<file path="config.mk">
export PLATFORM = sky130hd
export DESIGN_NAME = dbg_rom_loader
export DESIGN_NICKNAME = d
export VERILOG_FILES = /design/src/rtl/dbg_rom_loader.sv
export SDC_FILE = /design/constraint.sdc
export NUM_CORES = 1
export LEC_CHECK = 0
export BUFFER_PORTS_ARGS = -buffer_cell sky130_fd_sc_hd__buf_4
export CAP_MARGIN = 20
export CORE_ASPECT_RATIO = 1.25
export CORE_MARGIN = 5
export CORE_UTILIZATION = 37
export CTS_CLUSTER_DIAMETER = 150
export CTS_CLUSTER_SIZE = 28
export DETAILED_ROUTE_END_ITERATION = 10
export GPL_TIMING_DRIVEN = 0
export PLACE_DENSITY = 0.66
export SLEW_MARGIN = 20
export SYNTH_ARGS = -nofsm -noshare
export SYNTH_HDL_FRONTEND = slang
export SYNTH_SLANG_ARGS = --single-unit
</file>
<file path="constraint.sdc">
create_clock -name clk -period 5.2 [get_ports clk]
set_clock_uncertainty 0.15 [all_clocks]
set_input_delay 1.04 -clock clk [delete_from_list [all_inputs] [get_ports clk]]
set_output_delay 1.04 -clock clk [all_outputs]
set_load 0.01 [all_outputs]
</file>
<file path="src/rtl/dbg_rom_loader.sv">
// Streams a byte image into the debug ROM segment, bracketed by holding the
// system in reset before the load and releasing it afterwards.
package mcs4;
    typedef logic [7:0] byte_t;
endpackage

package dbg;
    typedef logic [1:0] seg_t;
    typedef logic [7:0] seg_addr_t;
    typedef logic [9:0] addr_t;
    localparam seg_t      CTL = 2'd0;
    localparam seg_t      ROM = 2'd1;
    localparam seg_t      RAM = 2'd2;
    localparam seg_addr_t Ctl_sys_rst_addr = 8'h01;
endpackage

module dbg_rom_loader #(
    parameter logic [2:0] HOLD_RST = 3'b111,
    parameter logic [2:0] RUN_RST  = 3'b000
) (
    input  logic                               clk,
    input  logic                               rst,
    input  logic                               start,
    input  logic [$bits(dbg::seg_addr_t):0]    len,
    input  logic                               abort,
    input  logic                               in_valid,
    input  mcs4::byte_t                        in_data,
    output logic                               in_ready,
    output dbg::addr_t                         dbg_addr,
    output logic                               dbg_wen,
    output mcs4::byte_t                        dbg_wdata,
    output logic                               busy,
    output logic                               done,
    output logic                               aborted,
    output mcs4::byte_t                        checksum
);
    localparam int AW = $bits(dbg::seg_addr_t);
    localparam dbg::addr_t RST_REG_ADDR = {dbg::CTL, dbg::Ctl_sys_rst_addr};

    typedef enum logic [2:0] {IDLE, HOLD, LOAD, RELEASE, FIN} state_t;

    state_t      state_reg, state_next;
    logic [AW:0] len_reg, len_next;
    // One bit wider than the ROM index so len=2^AW terminates without wrapping.
    logic [AW:0] count_reg, count_next;
    mcs4::byte_t checksum_reg, checksum_next;
    dbg::addr_t  addr_reg, addr_next;
    logic        wen_reg, wen_next;
    mcs4::byte_t wdata_reg, wdata_next;
    logic        aborted_reg, aborted_next;
    logic        accept;

    always_ff @(posedge clk) begin
        if (rst) begin
            state_reg    <= IDLE;
            len_reg      <= '0;
            count_reg    <= '0;
            checksum_reg <= '0;
            addr_reg     <= RST_REG_ADDR;
            wen_reg      <= 1'b0;
            wdata_reg    <= '0;
            aborted_reg  <= 1'b0;
        end else begin
            state_reg    <= state_next;
            len_reg      <= len_next;
            count_reg    <= count_next;
            checksum_reg <= checksum_next;
            addr_reg     <= addr_next;
            wen_reg      <= wen_next;
            wdata_reg    <= wdata_next;
            aborted_reg  <= aborted_next;
        end
    end

    // Abort masks ready so the source never sees a handshake the loader drops.
    always_comb begin
        in_ready = (state_reg == LOAD) && (count_reg < len_reg) && !abort;
        accept   = in_valid && in_ready;
    end

    always_comb begin
        state_next    = state_reg;
        len_next      = len_reg;
        count_next    = count_reg;
        checksum_next = checksum_reg;
        addr_next     = RST_REG_ADDR;
        wen_next      = 1'b0;
        wdata_next    = '0;
        aborted_next  = 1'b0;

        case (state_reg)
            IDLE: begin
                if (start) begin
                    len_next      = len;
                    count_next    = '0;
                    checksum_next = '0;
                    wen_next      = 1'b1;
                    wdata_next    = {5'd0, HOLD_RST};
                    state_next    = HOLD;
                end
            end
            HOLD: begin
                if (abort) begin
                    aborted_next = 1'b1;
                    state_next   = IDLE;
                end else if (len_reg == '0) begin
                    state_next = RELEASE;
                end else begin
                    state_next = LOAD;
                end
            end
            LOAD: begin
                if (abort) begin
                    aborted_next = 1'b1;
                    state_next   = IDLE;
                end else if (accept) begin
                    addr_next     = {dbg::ROM, count_reg[AW-1:0]};
                    wen_next      = 1'b1;
                    wdata_next    = in_data;
                    count_next    = count_reg + (AW+1)'(1);
                    checksum_next = checksum_reg + in_data;
                    if (count_next == len_reg) begin
                        state_next = RELEASE;
                    end
                end
            end
            RELEASE: begin
                if (abort) begin
                    aborted_next = 1'b1;
                    state_next   = IDLE;
                end else begin
                    wen_next   = 1'b1;
                    wdata_next = {5'd0, RUN_RST};
                    state_next = FIN;
                end
            end
            FIN: begin
                state_next = IDLE;
            end
            default: begin
                state_next = IDLE;
            end
        endcase
    end

    // The release write issued from RELEASE is on the bus during FIN, alongside done.
    assign dbg_addr  = addr_reg;
    assign dbg_wen   = wen_reg;
    assign dbg_wdata = wdata_reg;
    assign busy      = (state_reg != IDLE);
    assign done      = (state_reg == FIN);
    assign aborted   = aborted_reg;
    assign checksum  = checksum_reg;

endmodule

</file>
==> summary.md <==
| Metric | Value |
|---|---|
| Num Clock Sinks | `48` |
| Dpl ws | `a little over 2 ns` |
| GP Congestion | `between 0.8 and 0.9` |
| Syn_area_per_cell | `between 8 and 9 um2` |
| Global-route wire length before repair | `around 10 mm` |
| H-tree Lvls | `2` |
| HP Class | `reg2reg` |
| Pre-antenna DRT Iters | `4` |
| Crit path required time | `about 4 ns` |
| Maximum buffer depth of the clock tree | `2` |
| Share of layout cells above drive strength 1 | `0.216` |
| Synth top area share | `0.379` |
| Syn_nets | `approximately 340` |
| CP Launch Type | `flip-flop` |
| P&R area growth vs syn | `23.8%` |
| Pwr dens | `about 250 nW/um2` |
| Most frequent cell after synthesis | `dfxtp_1` |
| P_leak | `1.34 nW` |
| Most used DFF post-synth | `dfxtp_1` |
| Fin Setup TNS | `0 ns` |
| Ys async rst share | `0` |
| Seq cells post-synth | `48` |
| Clock root buffer | `clkbuf_8` |
| Synth unique cells | `53` |
| ANT cells | `0` |
| Crit path kind | `reg2out` |
| Inserted Clock Buffers | `5` |
| Slew Limit Fails | `0` |
| Final Hold Viols | `0` |
| Critical path endpoint category | `primary output` |
| Final setup viols | `0` |
| Post-CTS Resized | `0` |
| Die width | `between 80 and 90 um` |
| # hold bufs at CTS | `0` |
| Crit path max-delay family | `compound AO/OA/AOI/OAI gates` |
| Post-synth top area cell | `dfxtp_1` |
| Final Util | `0.476` |
| Area of the die | `around 8600 um2` |
| PortBufs | `~50` |
| Worst Max-Slew Pin Slew | `around 0.91 ns` |
| FMAX | `0.317 GHz` |
| CORE AREA | `approximately 6600 um2` |
| Drt initial violations | `about 160` |
| Fillers | `658` |
| IO Count | `53` |
| Initial antenna violation count | `0` |
| Effective utilization at floorplan | `0.384` |
| Largest cells by area after synthesis | `dfxtp_1 (38%), ha_1 (8.4%), a21oi_1 (6.5%)` |
| Maximum fanout along the worst path | `8` |
| DP HPWL | `about 4.8 mm` |
| Largest net degree at the start of global routing | `16` |
| Total Wirelength | `6.30 mm` |
| Critical Path Max Stage Delay | `just under 0.5 ns` |
| Worst-path clk slew | `approximately 0.090 ns` |
| Slowest stage cell, crit path | `dfxtp_1` |
| Die height | `a little over 100 um` |
| Gr usage total | `0.148` |
| Crit path time final | `between 3 and 4 ns` |
| Postcts setup bufs | `0` |
| Final net count | `between 300 and 400` |
| Relative max-transition margin | `0.393` |
| Worst path bufs/invs | `1` |
| Via Count | `roughly 2300` |
| Maxcap violations | `0` |
| Worst Slack Setup Final | `2.05 ns` |
| Vias/cell | `between 5 and 6` |
| Commonest cells in the netlist | `dfxtp_1 (48), nand2_1 (36), a21oi_1 (33)` |
| Residual DRC count | `0` |
| Cell Chain, Critical Path | `ha_1 -> a211o_1 -> o221a_2 -> nor2_1 -> buf_4` |
| Period utilization | `0.606` |
| TritonCTS clock tree | `done` |
| Wire length per cell | `14.2 um` |
| Grt total ovfl | `0` |
| Cell Area, Synth | `2540 um2` |
| Row cnt | `33` |
| RSZ-0062 raised after global routing | `false` |
| Final ANT Viol Nets | `0` |
| Vias in the first global route | `2194` |
| Post-Syn Instances | `298` |
| Clock latency on the worst-skew pair | `approximately 0.3 ns` |
| Status | `complete, no violations` |
| Post-synth EDFFs | `0` |
| Worst EP arrival | `between 1.5 and 2 ns` |
| Sequential area share after synthesis | `0.379` |
| Peak supply drop | `between 0.0001 and 0.00015 V` |
| Yosys Warn Count | `0` |
[cells by family after synthesis]
group / count (synthesis) / synth area share
buf+inv: 24 / 0.0463
compound gates: 67 / 0.163
other cells: 1 / 0.00148
flops: 48 / 0.379
simple gates: 123 / 0.258
fa+ha+maj: 18 / 0.0917
xor+xnor: 17 / 0.0616
[final cells by class]
cell class              instances  area (um2)  area share
multi-input cells             226        1460       0.465
flip-flops and latches         48         961       0.306
repair buffers                 51         383       0.122
inverters                      12        45.0      0.0143
plain buffers                  12        72.6      0.0231
clock buffers                   5        68.8      0.0219
well taps                      87         109      0.0346
clock inverters                 3        42.5      0.0135
[metrics by stage]
step	area [um2]	instances	hold WS (ns)	total power [mW]
after floorplan	2540	298	0.304	0.470
after global placement	3030	436	0.327	0.515
after detailed placement	3030	436	0.329	0.516
after CTS	3140	444	0.342	0.787
after global routing	3140	444	0.356	0.816
final	3140	444	0.341	0.776
[worst reg2reg max path, cell delays in order, from the launching register on]
cell	delay, ns
dfxtp_1	0.49
ha_1	0.31
a211o_1	0.28
o221a_2	0.32
nor2_2	0.37
o2111ai_1	0.18
a2111oi_1	0.41
[routing by layer]
layer | GRT usage | part of all wire | wire (um) | vias to the layer above
li1 | - | - | - | 1169
met1 | 0.179 | 0.45 | 2810 | 1031
met2 | 0.256 | 0.49 | 3060 | 61
met3 | 0.0248 | 0.046 | 288 | 10
met4 | 0.0705 | 0.022 | 141 | 0
met5 | 0 | 0 | 0 | -
[worst paths after layout]
check	startpoint	endpoint	slack [ns]	cells past startpoint
worst min-delay path	checksum[4]	checksum[4]	0.34	2
worst max-delay path	count_reg[4]	in_ready	2.05	5
worst max register to register	count_reg[4]	state_reg[0]	2.58	6
worst min register to register	checksum[4]	checksum[4]	0.34	2
[layout by cell type (no fill, tap or decap), types with 2 or more instances in the layout]
| master | count |
|---|---|
| o21ai_1 | 8 |
| nor4_1 | 3 |
| nand3b_1 | 4 |
| and2_1 | 13 |
| o21ai_0 | 4 |
| ha_1 | 17 |
| buf_2 | 3 |
| nand3_1 | 15 |
| xor2_1 | 6 |
| a31oi_1 | 3 |
| xnor2_1 | 10 |
| clkbuf_8 | 5 |
| nand2_1 | 36 |
| a21o_1 | 4 |
| nor3_1 | 11 |
| clkbuf_1 | 6 |
| inv_2 | 2 |
| buf_4 | 53 |
| nor2_1 | 16 |
| a21oi_1 | 33 |
| nor2b_1 | 2 |
| and3_1 | 6 |
| dfxtp_1 | 48 |
| a211oi_1 | 2 |
| inv_1 | 10 |
| o221ai_1 | 2 |
| or3_1 | 5 |
[report_power, final]
part           switching, mW  internal [mW]
sequential           0.00887          0.378
combinational         0.0701         0.0509
clock                  0.126          0.142
total                  0.205          0.571
Note: power is estimated with default switching activity, not from simulation.
